==> src/rtl/motor_scheduler.sv <==
// motor_scheduler: arbitrates the shared fan/turntable motor between the microwave
// and the air handler. It soft-ramps the duty command one step per tick wrap and
// holds a danger lockout until the hazard has stayed clear for a cooldown period.
module motor_scheduler #(
   parameter int unsigned RAMP_DIV    = 10,
   parameter int unsigned COOL_CYCLES = 100
) (
   input  logic       clk,
   input  logic       reset,
   input  logic       oven_req,
   input  logic [3:0] oven_duty,
   input  logic       air_req,
   input  logic [3:0] air_duty,
   input  logic       danger_flag,
   output logic [3:0] duty_out,
   output logic       motor_en,
   output logic       grant_oven,
   output logic       grant_air,
   output logic       lockout
);

   localparam int unsigned DUTY_W = 4;
   localparam int unsigned TICK_W = (RAMP_DIV > 1) ? $clog2(RAMP_DIV) : 1;
   localparam int unsigned COOL_W = $clog2(COOL_CYCLES + 1);
   localparam logic [DUTY_W-1:0] DUTY_MAX = DUTY_W'(9);

   typedef enum logic [2:0] {
      S_IDLE,
      S_SLEW,
      S_RUN,
      S_RAMP_DOWN,
      S_LOCKOUT
   } state_t;

   state_t state, state_nxt;

   logic [TICK_W-1:0] tick_q, tick_nxt;
   logic [COOL_W-1:0] cool_q, cool_nxt;
   logic [DUTY_W-1:0] duty_nxt;
   logic              motor_en_nxt, grant_oven_nxt, grant_air_nxt, lockout_nxt;

   logic [DUTY_W-1:0] oven_clamped_c, air_clamped_c, target_c;
   logic              owner_req_c, release_c, tick_wrap_c;

   function automatic logic [DUTY_W-1:0] clamp_duty(input logic [DUTY_W-1:0] d);
      return (d > DUTY_MAX) ? DUTY_MAX : d;
   endfunction

   // Target follows the current owner's clamped request; release on drop or oven preempting air
   assign oven_clamped_c = clamp_duty(oven_duty);
   assign air_clamped_c  = clamp_duty(air_duty);
   assign target_c       = grant_oven ? oven_clamped_c : (grant_air ? air_clamped_c : '0);
   assign owner_req_c    = grant_oven ? oven_req : air_req;
   assign release_c      = !owner_req_c || (grant_air && oven_req);
   assign tick_wrap_c    = (tick_q == TICK_W'(RAMP_DIV - 1));

   // State register
   always_ff @(posedge clk or posedge reset) begin
      if (reset) state <= S_IDLE;
      else       state <= state_nxt;
   end

   // Next-state logic; danger overrides every state
   always_comb begin
      state_nxt = state;
      if (danger_flag) begin
         state_nxt = S_LOCKOUT;
      end else begin
         case (state)
            S_IDLE:      if (oven_req || air_req) state_nxt = S_SLEW;
            S_SLEW:      if (release_c)                state_nxt = S_RAMP_DOWN;
                         else if (duty_out == target_c) state_nxt = S_RUN;
            S_RUN:       if (release_c)                state_nxt = S_RAMP_DOWN;
                         else if (duty_out != target_c) state_nxt = S_SLEW;
            S_RAMP_DOWN: if (duty_out == '0)           state_nxt = S_IDLE;
            S_LOCKOUT:   if (cool_q == COOL_W'(1))     state_nxt = S_IDLE;
            default:     state_nxt = S_IDLE;
         endcase
      end
   end

   // Next values of the registered outputs and the tick/cool counters
   always_comb begin
      duty_nxt       = duty_out;
      motor_en_nxt   = motor_en;
      grant_oven_nxt = grant_oven;
      grant_air_nxt  = grant_air;
      lockout_nxt    = 1'b0;
      tick_nxt       = tick_q;
      cool_nxt       = cool_q;
      if (danger_flag) begin
         duty_nxt       = '0;
         motor_en_nxt   = 1'b0;
         grant_oven_nxt = 1'b0;
         grant_air_nxt  = 1'b0;
         lockout_nxt    = 1'b1;
         cool_nxt       = COOL_W'(COOL_CYCLES);
      end else begin
         case (state)
            S_IDLE: begin
               duty_nxt       = '0;
               motor_en_nxt   = oven_req || air_req;
               grant_oven_nxt = oven_req;
               grant_air_nxt  = !oven_req && air_req;
               tick_nxt       = '0;
            end
            S_SLEW: begin
               if (release_c) begin
                  tick_nxt = '0;
               end else if (duty_out != target_c) begin
                  if (tick_wrap_c) begin
                     tick_nxt = '0;
                     duty_nxt = (target_c > duty_out) ? duty_out + DUTY_W'(1)
                                                      : duty_out - DUTY_W'(1);
                  end else begin
                     tick_nxt = tick_q + TICK_W'(1);
                  end
               end
            end
            S_RUN: begin
               if (release_c || duty_out != target_c) tick_nxt = '0;
            end
            S_RAMP_DOWN: begin
               if (duty_out == '0) begin
                  motor_en_nxt   = 1'b0;
                  grant_oven_nxt = 1'b0;
                  grant_air_nxt  = 1'b0;
               end else if (tick_wrap_c) begin
                  tick_nxt = '0;
                  duty_nxt = duty_out - DUTY_W'(1);
               end else begin
                  tick_nxt = tick_q + TICK_W'(1);
               end
            end
            S_LOCKOUT: begin
               duty_nxt       = '0;
               motor_en_nxt   = 1'b0;
               grant_oven_nxt = 1'b0;
               grant_air_nxt  = 1'b0;
               lockout_nxt    = (cool_q != COOL_W'(1));
               cool_nxt       = cool_q - COOL_W'(1);
            end
            default: begin
               duty_nxt       = '0;
               motor_en_nxt   = 1'b0;
               grant_oven_nxt = 1'b0;
               grant_air_nxt  = 1'b0;
            end
         endcase
      end
   end

   // Output and counter registers
   always_ff @(posedge clk or posedge reset) begin
      if (reset) begin
         duty_out   <= '0;
         motor_en   <= 1'b0;
         grant_oven <= 1'b0;
         grant_air  <= 1'b0;
         lockout    <= 1'b0;
         tick_q     <= '0;
         cool_q     <= '0;
      end else begin
         duty_out   <= duty_nxt;
         motor_en   <= motor_en_nxt;
         grant_oven <= grant_oven_nxt;
         grant_air  <= grant_air_nxt;
         lockout    <= lockout_nxt;
         tick_q     <= tick_nxt;
         cool_q     <= cool_nxt;
      end
   end

endmodule

==> config.mk <==
export PLATFORM = sky130hd
export DESIGN_NAME = motor_scheduler
export DESIGN_NICKNAME = d
export VERILOG_FILES = /design/src/rtl/motor_scheduler.sv
export SDC_FILE = /design/constraint.sdc
export NUM_CORES = 1
export LEC_CHECK = 0
export ABC_CLOCK_PERIOD_IN_PS = 6500
export CORE_MARGIN = 1.5
export CORE_UTILIZATION = 50
export DETAILED_ROUTE_END_ITERATION = 10
export PLACE_DENSITY_LB_ADDON = 0.2
export RECOVER_POWER = 100
export SLEW_MARGIN = 20
export SYNTH_ARGS = -nofsm -noshare
export SYNTH_HDL_FRONTEND = slang
export SYNTH_SLANG_ARGS = --single-unit
==> constraint.sdc <==
create_clock -name clk -period 6.5 [get_ports clk]
set_clock_uncertainty 0.1 [all_clocks]
set_input_delay 0.65 -clock clk [delete_from_list [all_inputs] [get_ports clk]]
set_output_delay 0.65 -clock clk [all_outputs]
set_load 0.03 [all_outputs]
# --- Word level (Yosys, flattened, before mapping) ---
# Index checks and enable logic that the tools add are counted.
classes:
  muxes: 39
  magnitude_cmp: 3
  bitwise: 1
  n_addsub: 4
  reduce_logical: 16
  eq_ne: 24
op_table:
  columns: ["op", "n"]
  rows:
  - ["$mux W4", 16]
  - ["$ne A3 B3 Y1 const B", 9]
  - ["$mux W3", 8]
  - ["$pmux W4 S4", 1]
  - ["$pmux W3 S5", 1]
  - ["$mux W7", 2]
  - ["$pmux W4 S3", 1]
  - ["$reduce_and A5 Y1", 2]
  - ["$pmux W1 S3", 3]
  - ["$add A4 B1 Y4 const B", 2]
  - ["$gt A4 B4 Y1 const B", 2]
  - ["$ne A4 B4 Y1 const B", 2]
  - ["$eq A7 B1 Y1 const B", 1]
  - ["$mux W1", 7]
  - ["$ne A7 B1 Y1 const B", 1]
  - ["$sub A7 B1 Y7 const B", 1]
  - ["$eq A3 B2 Y1 const B", 2]
  - ["$ne A2 B2 Y1 const B", 3]
  - ["$reduce_and A6 Y1", 1]
  - ["$eq A4 B4 Y1", 1]
  - ["$eq A4 B4 Y1 const B", 1]
  - ["$gt A4 B4 Y1", 1]
  - ["$logic_not A4 Y1", 1]
  - ["$ne A4 B4 Y1", 1]
  - ["other kinds (13)", 17]
totals:
  regBits: 22
  input_bits: 13
  wordCells: 95
  out_inout_bits: 8

# --- Logic depth before layout (Yosys ltp) ---
depth:
  word_depth: 11
  mapped_depth: 10
  depth_no_buf: 10

# --- Least setup slack after synthesis ---
# No wires, ideal clock.
synth_timing:
  path_kind: "input to register"
  start: "input air_duty[2]"
  end: "register duty_out[1]"
  setup_slack_ps: 3874
  setup_ps: 76
  arrival_ps: 2450
  stages: 10
  required_ps: 6324
  path_buffers: 0
  cell_sequence: "o21a_1 > o21ai_0 > nor2_1 > a21oi_1 > ha_1 > and4_1 > nor4b_4 > nor3_2 > or3_1 > o21ai_1"
synth_between:
  elab_chain_cells: 11
  elab_cells_between_ends: 14
  cone_classes: "order compare (2); eq/ne (2); mux (9); reduce/logical (1)"
synth_rtl:
  columns: ["element", "line", "source"]
  rows:
  - ["from (decl)", "13", "input logic [3:0] air_duty,"]
  - ["$gt A4 B4 Y1", "46", "return (d > DUTY_MAX) ? DUTY_MAX : d;"]
  - ["$mux W4 *", "46", null]
  - ["$mux W4 * (2 in series)", "52", "assign target_c = grant_oven ? oven_clamped_c : (grant_air ? air_clamped_c : '0);"]
  - ["$gt A4 B4 Y1", "113", "duty_nxt = (target_c > duty_out) ? duty_out + DUTY_W'(1)"]
  - ["$mux W4", "113", null]
  - ["$mux W4", "111", "if (tick_wrap_c) begin"]
  - ["$mux W4", "110", "end else if (duty_out != target_c) begin"]
  - ["$mux W4", "108", "if (release_c) begin"]
  - ["$pmux W4 S3", "99", "case (state)"]
  - ["$mux W4", "91", "if (danger_flag) begin"]
  - ["to (signal assigned)", "164", "duty_out <= duty_nxt;"]
  - ["to (decl)", "15", "output logic [3:0] duty_out,"]
# Mark *: on every way between the ends. The rest lies on a longest branch, timed or not. The select of a mux whose other input is x is not followed.
# A chain may end at the register's enable or synchronous reset.

# --- Final worst setup path ---
layout_timing:
  start: "input air_duty[3]"
  end: "register tick_q[0]"
layout_between:
  elab_chain_cells: 8
  elab_cells_between_ends: 9
  cone_classes: "order compare (1); eq/ne (3); mux (3); reduce/logical (2)"
layout_rtl:
  columns: ["element", "line", "source"]
  rows:
  - ["$gt A4 B4 Y1", "46", null]
  - ["$mux W4 *", "46", null]
  - ["$mux W4 * (2 in series)", "52", null]
  - ["$ne A4 B4 Y1 *", "110, 121", null]
  - ["$logic_or A1 B1 Y1", "121", "if (release_c || duty_out != target_c) tick_nxt = '0;"]
  - ["$ne A2 B2 Y1 (no line)", null, null]
  - ["$reduce_and A5 Y1 (no line) *", null, null]
  - ["to (signal assigned)", "169", "tick_q <= tick_nxt;"]
  - ["to (decl)", "37", "logic [TICK_W-1:0] tick_q, tick_nxt;"]
# Mark *: on every way between the ends. The rest lies on a longest branch, timed or not.

==> impl_metrics.env <==
export IMPL_required_ns=6.62
export IMPL_synth_top_family_by_area="simple AND/OR/NAND/NOR gates"
export IMPL_timing_hold_ws_ns=0.456
export IMPL_slew_limit_headroom_pct=35.8
export IMPL_path_cells="dlygate4sd3_1 -> nor2b_1 -> nand2_1 -> o21ai_0 -> ha_1 -> nand4_1 -> nor4b_1 -> o21ai_0 -> and2_0 -> mux2_1"
export IMPL_io_buffers=20
export IMPL_switching_share_pct=23.5
export IMPL_arrival_ns=3.25
export IMPL_yosys_area_share_adder_pct=7.63
export IMPL_via_per_inst=5.58
export IMPL_crit_slowest_cell="dlygate4sd3_1"
export IMPL_synth_area_leaders="dfrtp_1 (34%), ha_1 (7.6%), nand2_1 (3.4%), nor2_1 (3.4%), xnor2_1 (3.2%)"
export IMPL_area_growth_pct=13.3
export IMPL_ys_seq_area_share_pct=33.6
export IMPL_cts_sinks=22
export IMPL_combPwrFrac_pct=11.7
export IMPL_clkLatencyLatePin_ns=0.32
export IMPL_ctsHoldBuffers=0
export IMPL_finalHoldViolCount=0
export IMPL_cts_tree="built"
export IMPL_synth_area_mm2=0.00164
export IMPL_drt_iter0_drc=55
export IMPL_hp_class="reg -> reg"
export IMPL_synth_compound_area_share_pct=17.0
export IMPL_cts_reportedPaths_clkPinSlew_ns=0.13
export IMPL_rsz0062_at_grt="false"
export IMPL_synthMostInstantiatedCell="dfrtp_1"
export IMPL_route_vias_total=1340
export IMPL_ir_worst_vdd_uv=110
export IMPL_fin_area_mm2=0.00186
export IMPL_dpl_hpwl_mm=2.50
export IMPL_seqPwrFrac_pct=51.2
export IMPL_cts_buffer_depth=2
export IMPL_synth_commonest_cells="dfrtp_1 (22), nand2_1 (15), nor2_1 (15), inv_1 (12), ha_1 (10)"
export IMPL_cts_resized=0
export IMPL_min_period_ns=3.13
export IMPL_yosysWarnings=0
export IMPL_leakage_uw=0.000776
export IMPL_cp_end_kind="register"
export IMPL_yosys_area_top_type="dfrtp_1"
export IMPL_grt_start_max_net_pins=23
export IMPL_dieWidth_um=60.3
export IMPL_grt_antenna_before_repair=0
export IMPL_drive_gt1_share_pct=5.10
export IMPL_power_density_mw_per_mm2=157
export IMPL_synth_edf_count=0
export IMPL_p_sw_uw=68.3
export IMPL_fmax_ghz=0.319
export IMPL_ant_nets=0
export IMPL_post_cts_buffers=0
export IMPL_maxSlewViolCount=0
export IMPL_synth_simple_area_share_pct=28.0
export IMPL_intPower_uw=223
export IMPL_globalplace_congestion=0.896
export IMPL_initial_core_util_pct=53.3
export IMPL_drcViolationCount=0
export IMPL_avgSynthCellArea_um2=9.22
export IMPL_fin_crit_sh_pct=48.2
export IMPL_synthesis_nets=201
export IMPL_fill_cells=273
export IMPL_die_h_um=60.3
export IMPL_grt_pass1_vias=1303
export IMPL_synthXorXnorAreaFrac_pct=5.87
export IMPL_maxCapViolations=0
export IMPL_synth_top_area_share_pct=33.6
export IMPL_htree_num_levels=1
export IMPL_async_flop_share_pct=100
export IMPL_yosysUniqueCellTypes=48
export IMPL_routedWlPerCell_um=13.7
export IMPL_overflow=0
export IMPL_synthMuxAreaShare_pct=3.20
export IMPL_path_common_cell="o21ai_0"
export IMPL_yosys_register_bits=22
export IMPL_cts_root_buf="clkbuf_4"
export IMPL_drt_wl_total_mm=3.30
export IMPL_diodes=0
export IMPL_p_clk_share_pct=37.1
export IMPL_outcome="completed"
export IMPL_setup_tns_ns=0
export IMPL_critPathMaxStageDelay_ns=0.58
export IMPL_grtUsageTotal_pct=20.1
export IMPL_top_level_ports=21
export IMPL_nets=220
export IMPL_rows=20
export IMPL_start_kind="input pin"
export IMPL_tightestPinTransition_ns=0.961
export IMPL_firstDrtPassIters=4
export IMPL_synth_main_ff_cell="dfrtp_1"
export IMPL_die_area_mm2=0.00363
export IMPL_crit_type="in -> reg"
export IMPL_placed_cell_area_mm2=0.00186
export IMPL_grt_pass1_wl_mm=5.54
export IMPL_syn_inst=178
export IMPL_setup_viol=0
export IMPL_critPathMaxFanout=4
export IMPL_numCtsBuffers=3
export IMPL_core_area_mm2=0.00308
flip-flops by register name (all words and copies together), names as in the netlist:
register	flops
tick_q	4
cool_q	7
state	3
grant_oven	1
motor_en	1
lockout	1
duty_out	4
grant_air	1
layer usage:
layer  global-route usage [%]  wire, um  vias up  part of all wire [%]
li1                         -         -      668                     -
met1                     26.8      1540      638                    47
met2                     33.4      1600       29                    49
met3                     2.38       117        5                   3.6
met4                     6.98        38        0                   1.2
met5                        0         0        -                     0
through the flow:
stage	util, %	power (uW)	setup WS [ns]	cells
4_1_cts	62.2	296	3.62	240
2_1_floorplan	-	173	3.87	178
3_5_place_dp	60.5	187	3.28	236
3_3_place_gp	60.5	186	3.29	236
5_1_grt	60.4	303	3.19	240
6_report	60.4	291	3.37	240
area by class of cell:
class / count / area, um2 / area share, %
timing repair buffer: 20 / 200 / 10.8
tap: 44 / 55.1 / 2.96
multi-input combinational: 138 / 956 / 51.4
clock inverter: 1 / 30.0 / 1.62
sequential: 22 / 551 / 29.6
inverter: 12 / 45.0 / 2.42
clock buffer: 3 / 22.5 / 1.21
kinds of logic after synthesis:
| logic type | Yosys count |
|---|---|
| simple gates | 70 |
| compound gates | 42 |
| flops | 22 |
| buf+inv | 18 |
| xor+xnor | 11 |
| fa+ha+maj | 10 |
| mux | 5 |
layout by cell type (no fill, tap or decap), types with 3 or more instances in the layout:
cell type / n
ha_1: 10
nand3b_1: 4
a21oi_1: 5
a211oi_1: 3
nand2_1: 15
a21o_1: 3
nand2b_1: 4
nor3b_1: 4
nand3_1: 4
o211ai_1: 4
mux2i_1: 3
dlygate4sd3_1: 10
nor2_1: 15
xnor2_1: 6
dfrtp_1: 22
clkdlybuf4s50_1: 10
nor3_1: 8
a31oi_1: 4
o21ai_0: 12
inv_1: 12
xor2_1: 5
clkbuf_4: 3
power by group through the flow:
stage	sequential (uW)	clock (uW)	combinational [uW]
after floorplan	151	0	22.8
after global placement	152	0	34.3
after detailed placement	152	0	35.4
after CTS	149	111	35.7
after global routing	150	114	38.2
final	149	108	34.1
critical path, delay by kind of cell:
family	cells	cell delay, ns
simple gates	5	1.04
mux	1	0.33
fa+ha+maj	1	0.21
compound gates	2	0.45
buf+inv	1	0.58
worst paths after layout:
kind | from | to | slack (ns) | cells past startpoint
min in group asynchronous | reset | grant_oven | 0.82 | 2
worst min-delay path | cool_q[5] | cool_q[5] | 0.46 | 2
worst max-delay path | air_duty[3] | tick_q[0] | 3.37 | 10
worst max register to register | grant_air | tick_q[0] | 3.76 | 9
worst min register to register | cool_q[5] | cool_q[5] | 0.46 | 2
max in group asynchronous | reset | state[2] | 4.96 | 2
(Power assumes the default switching activity.)
